===== config.mk =====
export PLATFORM = sky130hd
export DESIGN_NAME = rails_seq_feeder
export DESIGN_NICKNAME = d
export VERILOG_FILES = /design/src/rtl/rails_seq_feeder.sv
export SDC_FILE = /design/constraint.sdc
export NUM_CORES = 1
export LEC_CHECK = 0
export ABC_AREA = 0
export CAP_MARGIN = 20
export CORE_MARGIN = 1.5
export CORE_UTILIZATION = 48
export DETAILED_ROUTE_END_ITERATION = 8
export GPL_ROUTABILITY_DRIVEN = 0
export PLACE_DENSITY = 0.67
export SYNTH_ARGS = -nofsm -noshare
export SYNTH_HDL_FRONTEND = slang
export SYNTH_SLANG_ARGS = --single-unit

===== constraint.sdc =====
create_clock -name clk -period 3.75 [get_ports clk]
set_input_delay 0.5625 -clock clk [delete_from_list [all_inputs] [get_ports clk]]
set_output_delay 0.5625 -clock clk [all_outputs]
set_load 0.1 [all_outputs]

===== src/rtl/rails_seq_feeder.sv =====
// Upstream stage of the rails stack-sequence checker: buffers and screens one size-prefixed
// nibble frame from the host, streams it to the checker, and tallies the checker's verdicts.
module rails_seq_feeder #(
    parameter int MAX_N   = 10,
    parameter int CNT_W   = 8,
    parameter int TIMEOUT = 64
) (
    input  logic             clk,
    input  logic             reset,
    input  logic             in_valid,
    input  logic [3:0]       in_data,
    output logic             in_ready,
    output logic [3:0]       out_data,
    input  logic             chk_valid,
    input  logic             chk_result,
    output logic             busy,
    output logic [CNT_W-1:0] pass_cnt,
    output logic [CNT_W-1:0] fail_cnt,
    output logic [CNT_W-1:0] err_cnt
);

    localparam int         TMR_W  = $clog2(TIMEOUT + 1);
    localparam logic [3:0] MAX_N4 = 4'(MAX_N);

    typedef enum logic [2:0] {
        S_IDLE,
        S_LOAD,
        S_DROP,
        S_SEND,
        S_WAIT
    } state_t;

    state_t           state;
    logic [3:0]       n;
    logic [3:0]       idx;
    logic [3:0]       remain;
    logic [3:0]       send_idx;
    logic [TMR_W-1:0] timer;
    logic             bad;
    logic [15:0]      bitmap;
    logic [3:0]       buf_q [MAX_N];

    logic accept;
    logic size_ok;
    logic entry_bad;

    assign accept    = in_valid & in_ready;
    assign size_ok   = (in_data >= 4'd3) && (in_data <= MAX_N4);
    // An entry is bad if it is outside 1..N or repeats a train already seen in this frame.
    assign entry_bad = (in_data == 4'd0) || (in_data > n) || bitmap[in_data];

    function automatic logic [CNT_W-1:0] sat_inc(input logic [CNT_W-1:0] v);
        return (&v) ? v : v + 1'b1;
    endfunction

    // NOTE: all state here is sequential, so every assignment is non-blocking; where two
    // assignments hit the same register in one cycle, the later one in program order wins.
    always_ff @(posedge clk or negedge reset) begin
        if (!reset) begin
            state    <= S_IDLE;
            in_ready <= 1'b1;
            busy     <= 1'b0;
            out_data <= '0;
            pass_cnt <= '0;
            fail_cnt <= '0;
            err_cnt  <= '0;
            n        <= '0;
            idx      <= '0;
            remain   <= '0;
            send_idx <= '0;
            timer    <= '0;
            bad      <= 1'b0;
            bitmap   <= '0;
            // NOTE: the frame buffer is small and must read back as zero after reset, so it
            // is reset here like any other register rather than left to power-up contents.
            for (int i = 0; i < MAX_N; i++) buf_q[i] <= '0;
        end else begin
            case (state)
                S_IDLE: begin
                    if (accept) begin
                        n <= in_data;
                        if (in_data == 4'd0) begin
                            err_cnt <= sat_inc(err_cnt);
                        end else if (size_ok) begin
                            state <= S_LOAD;
                            busy  <= 1'b1;
                        end else begin
                            state  <= S_DROP;
                            remain <= in_data;
                            busy   <= 1'b1;
                        end
                    end
                end

                S_LOAD: begin
                    if (accept) begin
                        buf_q[idx]      <= in_data;
                        bitmap[in_data] <= 1'b1;
                        if (entry_bad) bad <= 1'b1;
                        if (idx == n - 4'd1) begin
                            if (bad || entry_bad) begin
                                state   <= S_IDLE;
                                busy    <= 1'b0;
                                err_cnt <= sat_inc(err_cnt);
                                bitmap  <= '0;
                                idx     <= '0;
                                bad     <= 1'b0;
                            end else begin
                                state    <= S_SEND;
                                in_ready <= 1'b0;
                                out_data <= n;
                                send_idx <= '0;
                            end
                        end else begin
                            idx <= idx + 4'd1;
                        end
                    end
                end

                S_DROP: begin
                    if (accept) begin
                        if (remain == 4'd1) begin
                            state   <= S_IDLE;
                            busy    <= 1'b0;
                            err_cnt <= sat_inc(err_cnt);
                            bitmap  <= '0;
                            idx     <= '0;
                            bad     <= 1'b0;
                        end else begin
                            remain <= remain - 4'd1;
                        end
                    end
                end

                S_SEND: begin
                    if (send_idx < n) begin
                        out_data <= buf_q[send_idx];
                        send_idx <= send_idx + 4'd1;
                    end else begin
                        out_data <= '0;
                        state    <= S_WAIT;
                        timer    <= '0;
                    end
                end

                S_WAIT: begin
                    // A verdict on the final timer cycle still counts as a verdict.
                    if (chk_valid || timer == TMR_W'(TIMEOUT - 1)) begin
                        if (!chk_valid)     err_cnt  <= sat_inc(err_cnt);
                        else if (chk_result) pass_cnt <= sat_inc(pass_cnt);
                        else                fail_cnt <= sat_inc(fail_cnt);
                        state    <= S_IDLE;
                        in_ready <= 1'b1;
                        busy     <= 1'b0;
                        bitmap   <= '0;
                        idx      <= '0;
                        bad      <= 1'b0;
                    end else begin
                        timer <= timer + 1'b1;
                    end
                end

                default: begin
                    state    <= S_IDLE;
                    in_ready <= 1'b1;
                    busy     <= 1'b0;
                    out_data <= '0;
                end
            endcase
        end
    end

endmodule


## After elaboration in Yosys (flattened, before gate mapping)

Cells that the tools add are included.

- Flip-flop bits (word level): 113
- Input bits: 9
- Word-level logic and storage cells: 192
- Output and inout bits: 30

- Bitwise logic cells: 10
- Muxes and demuxes: 84
- Reduce and logical (&&, ||, !) cells: 33
- Order comparisons: 9
- $add $sub $neg: 8
- Equality and inequality tests: 24

Operators with widths:

| kind | count |
|---|---|
| 16-bit two-way mux | 6 |
| 4-bit two-way mux | 22 |
| 8-bit two-way mux | 10 |
| 16-bit one-hot mux with 3 select lines | 1 |
| 40-bit bitwise mux | 1 |
| 2-bit inequality test (second input constant) | 16 |
| 8-bit one-hot mux with 4 select lines | 1 |
| 8-bit AND reduction | 4 |
| 5-bit AND reduction | 5 |
| 8-bit by 1-bit adder with 8-bit output (second input constant) | 3 |
| 3-bit two-way mux | 8 |
| 4-bit one-hot mux with 3 select lines | 2 |
| 1-bit two-way mux | 18 |
| 4-bit binary-select mux with 4-bit select | 1 |
| 4-bit demux with 4-bit select | 1 |
| 16-bit OR | 1 |
| 4-bit one-hot mux with 2 select lines | 2 |
| 3-bit one-hot mux with 5 select lines | 1 |
| 7-bit two-way mux | 2 |
| 7-bit one-hot mux with 2 select lines | 1 |
| 6-bit AND reduction | 2 |
| 5-bit >= comparator (second input constant) | 2 |
| 4-bit inverter with 5-bit output | 2 |
| 10-bit AND reduction | 1 |
| other kinds (36) | 55 |

## Longest topological paths before layout

Gate-level depths: netlist (run 1).

- Depth after elaboration: 9
- Mapped depth: 12
- Mapped depth without buffers: 8

## Worst setup path before layout (run 1)

No wires, ideal clock.

- Path type: in2reg
- Start: input in_data[0]
- End: register busy
- Cell stages on the path: 12
- Slack: 1072 ps
- Path buffers: 4
- Arrival: 2555 ps
- Data required time: 3627 ps
- Setup time: 123 ps
- Cell sequence: buf_4 > clkbuf_1 > inv_1 > clkbuf_1 > ha_1 > nor2b_1 > o21bai_1 > o2bb2ai_1 > nand3_1 > clkbuf_1 > o2111ai_1 > a22o_1

- Word-level cells in the longest chain between the ends: 6
- Elaborated cells on any way between the ends: 10
- Classes of those cells: order compare (1); eq/ne (2); mux (2); reduce/logical (5)

RTL lines:

| element | RTL line | text |
|---|---|---|
| start, declared | 11 | `input logic [3:0] in_data,` |
| 1-bit binary-select mux with 4-bit select, or another cell as far along | 50 | `assign entry_bad = (in_data == 4'd0) \|\| (in_data > n) \|\| bitmap[in_data];` |
| 1-bit two-way mux (not written as such) / 1-bit logical OR (equally long branches) | 50 |  |
| 1-bit logical OR | 50 |  |
| 1-bit logical OR | 101 | `if (bad \|\| entry_bad) begin` |
| 2-bit inequality test (no source line) | -- |  |
| 9-bit AND reduction (no source line) * | -- |  |
| end signal, assigned | 62 | `busy <= 1'b0;` |
| end signal, assigned | 103 | `busy <= 1'b0;` |
| end signal, assigned | 124 | `busy <= 1'b0;` |
| end, declared | 16 | `output logic busy,` |

Mark *: on every way between the ends. The rest lies on a longest branch, timed or not. The select of a mux whose other input is x is not followed.
A chain may end at the register's enable or synchronous reset.

## Worst setup path after layout (run 1)

- Start: input in_data[0]
- End: register state[1]

- Word-level cells in the longest chain between the ends: 8
- Elaborated cells on any way between the ends: 19
- Classes of those cells: order compare (3); eq/ne (1); mux (9); reduce/logical (6)

RTL lines:

| element | RTL line | text |
|---|---|---|
| 1-bit binary-select mux with 4-bit select, or another cell as far along | 50 |  |
| 1-bit two-way mux (not written as such) / 1-bit logical OR (equally long branches) | 50 |  |
| 1-bit logical OR | 50 |  |
| 1-bit logical OR | 101 |  |
| 2-bit two-way mux | 101 |  |
| 3-bit two-way mux | 100 | `if (idx == n - 4'd1) begin` |
| 3-bit two-way mux | 96 | `if (accept) begin` |
| 3-bit one-hot mux with 5 select lines | 78 | `case (state)` |
| end signal, assigned | 85 | `state <= S_LOAD;` |
| end signal, assigned | 102 | `state <= S_IDLE;` |
| end signal, assigned | 109 | `state <= S_SEND;` |
| end, declared | 33 | `state_t state;` |

Parallel ways exist; a longest one is shown, timed or not. The select of a mux whose other input is x is not followed.

==> results of run 1 <==
## metal layers
metal,track usage [%],vias up,part of all wire (%)
met2,34.5,76,48
li1,-,2073,-
met4,5.92,0,1.8
met5,0,-,0
met3,5.37,15,3.4
met1,28.0,2126,46
## cells in the final DEF (no fill, tap or decap), types with 5 or more instances in the layout
cell type	n
sky130_fd_sc_hd__xnor2_1	19
sky130_fd_sc_hd__nand3_1	20
sky130_fd_sc_hd__mux2i_1	15
sky130_fd_sc_hd__mux2_2	7
sky130_fd_sc_hd__nand4_1	11
sky130_fd_sc_hd__nor2_1	36
sky130_fd_sc_hd__o21ai_1	20
sky130_fd_sc_hd__mux4_2	11
sky130_fd_sc_hd__mux2_1	22
sky130_fd_sc_hd__ha_1	19
sky130_fd_sc_hd__o21ai_0	13
sky130_fd_sc_hd__and2_1	5
sky130_fd_sc_hd__nor3_1	10
sky130_fd_sc_hd__dfrtp_1	111
sky130_fd_sc_hd__a31oi_1	6
sky130_fd_sc_hd__clkbuf_16	9
sky130_fd_sc_hd__or3_1	5
sky130_fd_sc_hd__and3_1	8
sky130_fd_sc_hd__buf_4	13
sky130_fd_sc_hd__a22o_1	8
sky130_fd_sc_hd__a21oi_1	20
sky130_fd_sc_hd__clkdlybuf4s50_1	37
sky130_fd_sc_hd__xor2_1	12
sky130_fd_sc_hd__inv_1	19
sky130_fd_sc_hd__nand2_1	54
sky130_fd_sc_hd__o211ai_1	6
## sequential cells by signal, indices dropped and copies added (netlist names), 7 cells and up
signal / count
timer: 7
bitmap: 15
fail_cnt: 8
buf_q: 40
err_cnt: 8
pass_cnt: 8
## final cells by class
class / count / area [sq um] / area share [%]
inverter: 19 / 71.3 / 1.06
tap: 147 / 184 / 2.73
clock inverter: 4 / 30.0 / 0.447
clock buffer: 11 / 243 / 3.61
timing repair buffer: 51 / 488 / 7.26
multi-input combinational: 392 / 2910 / 43.2
sequential: 112 / 2800 / 41.7
## kinds of logic after synthesis
| group | Yosys count | share of synthesized area [%] |
|---|---|---|
| AND/OR/NAND/NOR | 175 | 15.0 |
| XOR/XNOR | 32 | 4.98 |
| multiplexers | 55 | 12.3 |
| buffers and inverters | 46 | 3.33 |
| adder cells (fa/ha/maj) | 19 | 4.03 |
| flip-flops | 112 | 47.5 |
| AO/OA/AOI/OAI | 111 | 12.9 |
## critical path, cell delays in order
cell and delay [ns]:
sky130_fd_sc_hd__clkdlybuf4s50_1 0.64, sky130_fd_sc_hd__buf_4 0.21, sky130_fd_sc_hd__mux4_2 0.50, sky130_fd_sc_hd__a31oi_1 0.27
sky130_fd_sc_hd__nand3_1 0.35, sky130_fd_sc_hd__a2111oi_0 0.57, sky130_fd_sc_hd__mux2_1 0.21
## how the worst max path moves through the flow
stage,end,slack [ns],startpoint,depth (start not counted)
after floorplan,busy$_DFFE_PN0P_,1.07,in_data[0],12
after global placement,err_cnt[1]$_DFFE_PN0P_,0.43,in_data[0],7
after detailed placement,err_cnt[1]$_DFFE_PN0P_,0.42,in_data[0],7
after CTS,state[1]$_DFFE_PN0P_,0.73,in_data[0],7
after global routing,state[1]$_DFFE_PN0P_,0.53,in_data[0],6
final,state[1]$_DFFE_PN0P_,0.73,in_data[0],7
## power by group through the flow
stage / clock, mW / sequential, mW / combinational (mW)
after floorplan: 0 / 1.23 / 0.0378
after global placement: 0 / 1.24 / 0.0888
after detailed placement: 0 / 1.24 / 0.0904
after CTS: 0.929 / 1.21 / 0.0910
after global routing: 0.987 / 1.21 / 0.100
final: 0.902 / 1.21 / 0.0889
## metrics by stage
stage	hold WS [ns]	utilization, %	worst slack [ns]	std cells
floorplan	0.267	-	1.07	550
global placement	0.462	53.7	0.428	721
detailed placement	0.473	53.7	0.420	721
CTS	0.369	56.0	0.732	736
global route	0.408	56.0	0.535	736
finish	0.336	56.0	0.730	736
==> impl_summary.md, run 1 <==
Pwr
The power density normalized to cell area is between 300 and 400 nW/um^2. The net switching power is 498 uW. The total power after layout is 2.20 mW. The clock power share is 41.0%. The worst vdd rail ir drop is 333 uV. The portion of total power attributed to combinational logic is roughly 4%. The part of the total power dissipated in sequential elements is between 50% and 60%. Of the total power, the share spent switching nets is 22.6%.

The leakage power figure is 3.03 nW. The internal power is 1.70 mW.

Setup path
Data on the critical path arrives at its endpoint at 3.31 ns. The end of the worst register-to-register path is send_idx[0]$_DFFE_PN0P_. The maximum net fanout on the critical path is 7. The launch instance of the worst register-to-register path is send_idx[1]$_DFFE_PN0P_. The worst setup path is launched from a primary input.

For the worst setup path, the data required time is a little over 4 ns. The worst setup path is captured at a register. By startpoint and endpoint, the worst setup path is classified as primary input to register. The setup check on the worst reg-to-reg path leaves a slack of 0.82 ns. The number of cells on the worst reg-to-reg path is 6.

Placement
The count of port buffers added during placement is 38. The post-detailed-placement cell area is 6450 sq um. The sum of net half-perimeters after detailed placement is 9.08 mm.

Routing
Dividing the detail-routed via count by the number of cells gives 5.83. The count of antenna-violating nets left after detailed routing is 0. Summing over every cut layer, the via total after detailed routing is 4290. The overall routed net length is 12.7 mm. The remaining routing DRC violations is 0. Dividing the detail-routed wire length by the instance count gives 17.3 um.

The number of detailed-routing iterations run before antenna repair is 5. After the first detailed-routing iteration, the DRC count stood at between 200 and 300.

Yosys
In this run the mean area of a mapped cell was 10.7 sq um. In this run, synthesis inferred 0 flip-flops with an integrated enable. The netlist uses 66 different library cells. After synthesis the netlist holds a flip-flop and latch count of 112.

Among all flip-flop cells after synthesis, the most frequent one is sky130_fd_sc_hd__dfrtp_1. sky130_fd_sc_hd__dfrtp_1 takes more of the synthesized area than any other cell. The most repeated cell in the gate-level netlist after synthesis is sky130_fd_sc_hd__dfrtp_1. The share of synthesized area occupied by flip-flops and latches is 47.5%. The share of async-settable or async-resettable flops after synthesis is 100%. In this run the cell area of the synthesized design comes to 5910 sq um.

The area fraction of the dominant cell type after synthesis is 47.0%. The commonest cells after synthesis are sky130_fd_sc_hd__dfrtp_1 (111), sky130_fd_sc_hd__nand2_1 (54), sky130_fd_sc_hd__nor2_1 (36). The synthesized netlist net count is roughly 580. The synthesized netlist cell count is 550.

By area the synthesized netlist is led by sky130_fd_sc_hd__dfrtp_1 (47%), sky130_fd_sc_hd__mux2_1 (4.2%), sky130_fd_sc_hd__mux4_2 (4.2%). The warning count from the yosys run is 0.

Die
The total core area is between 10000 and 15000 sq um. The floorplan die width is between 100 and 150 um. The die footprint is approximately 13000 sq um. The I/O pin total is 39. The initial core utilization is 49.2%. In this run the vertical extent of the chip is between 100 and 150 um. In this run the core area contains 40 standard-cell rows.

STA
The number of slew-limit violations in the final report is 0. The smallest clock period supported by the final layout is computed as between 3 and 4 ns. Setup violations remaining at the end of the flow were counted as 0.

Derived from the worst setup path, the maximum achievable clock frequency is 331 MHz. Setup repair after global routing left no endpoint under its margin. The number of failing hold endpoints at the final stage is 0. The headroom to the max-slew limit is roughly a third. The accumulated negative setup slack is 0 ns. The share of the cycle needed by the critical path after routing is 80.5%.

The measured slew at the worst slew-check pin is 0.986 ns. The clock skew after layout is roughly 0.0056 ns.

Clocking
The total CTS buffers is 9. After clock tree synthesis, the clock-pin slew on the worst setup and hold paths is ~0.070 ns. The clock passes through at most 2 buffers. The tree built by TritonCTS fans out to between 100 and 150 sinks. The TritonCTS clock tree is built. CTS built an H-tree with a depth of 3. For the worst-skew pair, the clock arrives at the later sink with an insertion delay of 0.36 ns. The post-CTS setup-driven buffer insertion count is 0. In this run, post-CTS repair resized a total of 0 instances. After clock tree synthesis, the flow added hold-fix buffers numbering 0.

The root buffer cell is sky130_fd_sc_hd__clkbuf_16.

Global routing
The first global-routing pass estimated 21.2 mm of wire. Entering global routing, the biggest net connects 70 pins. The number of global-route vias before repair is 4132. For this run the aggregate overflow at the end of global routing stands at 0. The initial antenna violation count is 0.

Global routing consumed, over all layers together, a little over a fifth of the routing resources.

Finish
0 antenna diodes ended up in the layout. Counting the fill cells in the layout gives around 1000. Summing all non-filler instances in the final layout gives an area of 6730 sq um.

The layout-stage area growth over the synthesis result is 13.9%. After the last flow step, the layout net total stands at 613. The fraction of final layout cells with drive strength greater than 1 is 10.0%.

Status
The flow ran to the end, and the final reports show no timing, DRC or antenna violations.

Worst hold path
In this run the worst hold path is classified as primary input to async pin.

Run
The number of maximum-capacitance constraint violations is 0.
(Power assumes the default switching activity.)
==> inputs of run 2 (changes only) <==
- clock period: 3.75 -> 3 ns (I/O delays scaled with it)
==> run 2 against run 1 <==
Via count up 2.9%. Sequential power is 25% higher. Total power is 31% higher. Clock skew grew 0.0057 ns. Flip-flop and latch count is the same. Clock power increased by 40%. Largest cell class unchanged. Largest power group unchanged.
==> impl_summary.md, run 2 (same netlist as run 1, synthesis figures left out) <==
Status
The flow ran to the end, and the final reports show no timing, DRC or antenna violations.

Finish
The number of antenna repair diodes came to 0 (unchanged). The layout-stage area growth over the synthesis result is 15.8%. The number of flip-flops in the largest register is 40 (unchanged). The number of nets at the end of the flow came to 634 (+3.4%). The fraction of the core area covered by cells at the end of the flow is 56.9% (+0.95 points). Ranked by flip-flop count, first place goes to buf_q. Leaving out fill and tap cells, the most frequent cell in the layout is sky130_fd_sc_hd__dfrtp_1. The fraction of final layout cells with drive strength greater than 1 was 18.2% (+8.1 points).

In the layout the commonest cells are sky130_fd_sc_hd__dfrtp_1 (111), sky130_fd_sc_hd__buf_4 (64), sky130_fd_sc_hd__nand2_1 (54). The number of fillers in the final layout was 1037 (unchanged). The largest registers in the layout are buf_q (40), bitmap (15).

Run
The number of maximum-capacitance constraint violations came to 0 (unchanged).

STA
The headroom to the max-slew limit was 51.8% (+18 points). Setup repair after global routing left no endpoint under its margin. The time the worst path needs with I/O delays and setup is 2.67 ns. The post-route worst setup slack is 0.334 ns (-0.396 ns).

The number of endpoints failing setup at the final stage is 0 (unchanged). The number of failing hold endpoints at the final stage is 0 (unchanged). The measured slew at the worst slew-check pin is 0.721 ns (-0.265 ns). The clock skew after layout came to 0.0113 ns (+0.00568 ns). In the finished design, the share of the clock period the worst path needs comes to 88.9%. The number of slew-limit violations in the final report is 0 (unchanged). Timing would allow up to about 380 MHz.

Worst hold path
The min-delay analysis places its worst path in the category primary input to async pin.

Die
The number of placement rows is 40 (unchanged). The floorplan die width is 114 um (unchanged). The die footprint is 13000 sq um (unchanged). The I/O pin total was 39 (unchanged). The total core area was 12000 sq um (unchanged). The vertical extent of the die is 114 um (unchanged). The initial core utilization is 49.2% (unchanged).

Clocking
The maximum clock insertion buffer count is 2 (unchanged). The post-CTS resize count is 0 (unchanged). The insertion delay of the later-clocked pin in the worst-skew pair was 0.36 ns (about the same).

TritonCTS built the clock tree. The sink count of the clock tree is 112 (unchanged). The root buffer cell chosen for the clock tree is sky130_fd_sc_hd__clkbuf_16. The number of hold-repair buffers added at the cts stage is 0 (unchanged). The total CTS buffers is 9 (unchanged). The post-CTS setup-driven buffer insertion count came to 0 (unchanged).

The register clock-pin slew on the reported worst setup and hold paths is 0.08 ns (about the same). The number of levels in the clock H-tree is 3 (unchanged).

Global routing
The total track usage is 21.6% (+0.52 points). The initial antenna violation count is 0 (unchanged). The residual overflow from global routing is 0 (unchanged). The pin count of the biggest net entering global routing is 50 (-29%). The number of global-route vias before repair was 4387 (+6.2%). The wire length of the first global-routing pass is 21.8 mm (+2.9%).

Setup path
The most used cell along the critical path is sky130_fd_sc_hd__buf_4. The signal on the critical path passes through clkdlybuf4s50_1 -> buf_4 -> mux4_2 -> and3b_1 -> a31oi_1 -> nand3_1 -> buf_4 -> o22ai_2 -> buf_4 -> mux2i_1. The worst setup path is captured at a register.

The worst setup path endpoint is out_data[2]$_DFFE_PN0P_. The end of the worst register-to-register path is timer[3]$_DFFE_PN0P_. The start point of the critical path is in_data[0]. The maximum net fanout on the critical path came to 6 (-1).

The startpoint kind of the worst setup timing path is a primary input. The slowest library cell on the worst path is sky130_fd_sc_hd__mux4_2. The kind of critical path is primary input to register. The launch instance of the worst register-to-register path is n[1]$_DFFE_PN0P_. The number of cells on the worst reg-to-reg path came to 8 (+2). The data required time at the worst endpoint is 3.28 ns (-0.76 ns). The delay of the slowest cell on the worst path was 0.49 ns (-0.15 ns). The arrival time at the worst endpoint came to 2.95 ns (-0.36 ns). The setup slack of the worst register-to-register path came to 0.47 ns (-0.35 ns).

Pwr
The leakage power figure is 3.20 nW (+5.7%). The power density normalized to cell area is 422 nW/um^2 (+29%). The worst vdd rail ir drop is 355 uV (+6.4%).

Routing
The post-detailed-route wirelength per cell is 17.3 um (about the same). The per-cell via count in the routed design was 5.82 (about the same). The remaining routing DRC violations is 0 (unchanged). The number of detailed-routing iterations run before antenna repair is 5 (unchanged). The count of antenna-violating nets left after detailed routing was 0 (unchanged). The overall routed net length was 13.1 mm (+3.1%). The number of vias in the routed layout is 4414 (+2.9%). The detailed router's first-iteration violation count is 307 (+7.3%).

Placement
The count of port buffers added during placement is 38 (unchanged). The sum of net half-perimeters after detailed placement is 9.45 mm (+4.1%). The post-placement setup slack is -0.0632 ns (-0.483 ns).
-- run 2: cell count changes in the layout (fill, tap and decap cells not counted) --
| cell | before | now |
|---|---|---|
| sky130_fd_sc_hd__bufinv_16 | 0 | 1 |
| sky130_fd_sc_hd__inv_6 | 1 | 3 |
| sky130_fd_sc_hd__inv_8 | 0 | 1 |
| sky130_fd_sc_hd__clkinv_4 | 1 | 0 |
| sky130_fd_sc_hd__clkbuf_8 | 1 | 0 |
| sky130_fd_sc_hd__clkdlybuf4s50_1 | 37 | 7 |
| sky130_fd_sc_hd__buf_4 | 13 | 64 |
| sky130_fd_sc_hd__clkinv_2 | 1 | 0 |
-- run 2: metal layers --
layer / GRT usage [%] / up-vias / part of all wire [%]
met1: 27.7 / 2184 / 45
li1: - / 2111 / -
met2: 36.3 / 98 / 50
met5: 0 / - / 0
met3: 3.19 / 21 / 3.6
met4: 10.0 / 0 / 2.1
-- run 2: metrics by stage --
stage | power, mW | cell area, sq um | std cells | hold slack (ns) | setup TNS (ns)
2_1_floorplan | 1.59 | 5910 | 550 | 0.154 | 0
3_3_place_gp | 1.66 | 6540 | 742 | 0.463 | 0
3_5_place_dp | 1.66 | 6540 | 742 | 0.472 | -0.247
4_1_cts | 2.92 | 6840 | 758 | 0.116 | 0
5_1_grt | 2.99 | 6840 | 758 | 0.133 | 0
6_report | 2.89 | 6840 | 758 | 0.0963 | 0
-- run 2: cell type report --
class                      instances  area [sq um]  share of cell area, %
clock buffer                      10           229                   3.35
inverter                          19          71.3                   1.04
tap                              147           184                   2.69
timing repair buffer              72           571                   8.34
clock inverter                     6          75.1                   1.10
multi-input combinational        392          2910                   42.5
sequential                       112          2800                   41.0
-- run 2: worst max-delay path: cells and delay by family --
kind / cells / cell delay, ns
AO/OA/AOI/OAI: 2 / 0.33
buffers and inverters: 4 / 1.04
multiplexers: 2 / 0.68
AND/OR/NAND/NOR: 2 / 0.46
-- run 2: report_power, final --
part	internal (mW)	switching, mW
clock	0.664	0.593
combinational	0.0400	0.0772
sequential	1.51	0.00296
-- run 2: worst min path at each step --
| stage | cells after the start | slack [ns] | end | from |
|---|---|---|---|---|
| final | 1 | 0.1 | err_cnt[0]$_DFFE_PN0P_ | reset |
| after detailed placement | 2 | 0.47 | buf_q[15]$_DFFE_PN0P_ | buf_q[15]$_DFFE_PN0P_ |
| after global routing | 1 | 0.13 | pass_cnt[3]$_DFFE_PN0P_ | reset |
| after floorplan | 0 | 0.15 | bad$_DFFE_PN0P_ | reset |
| after CTS | 1 | 0.12 | pass_cnt[5]$_DFFE_PN0P_ | reset |
| after global placement | 2 | 0.46 | buf_q[39]$_DFFE_PN0P_ | buf_q[39]$_DFFE_PN0P_ |
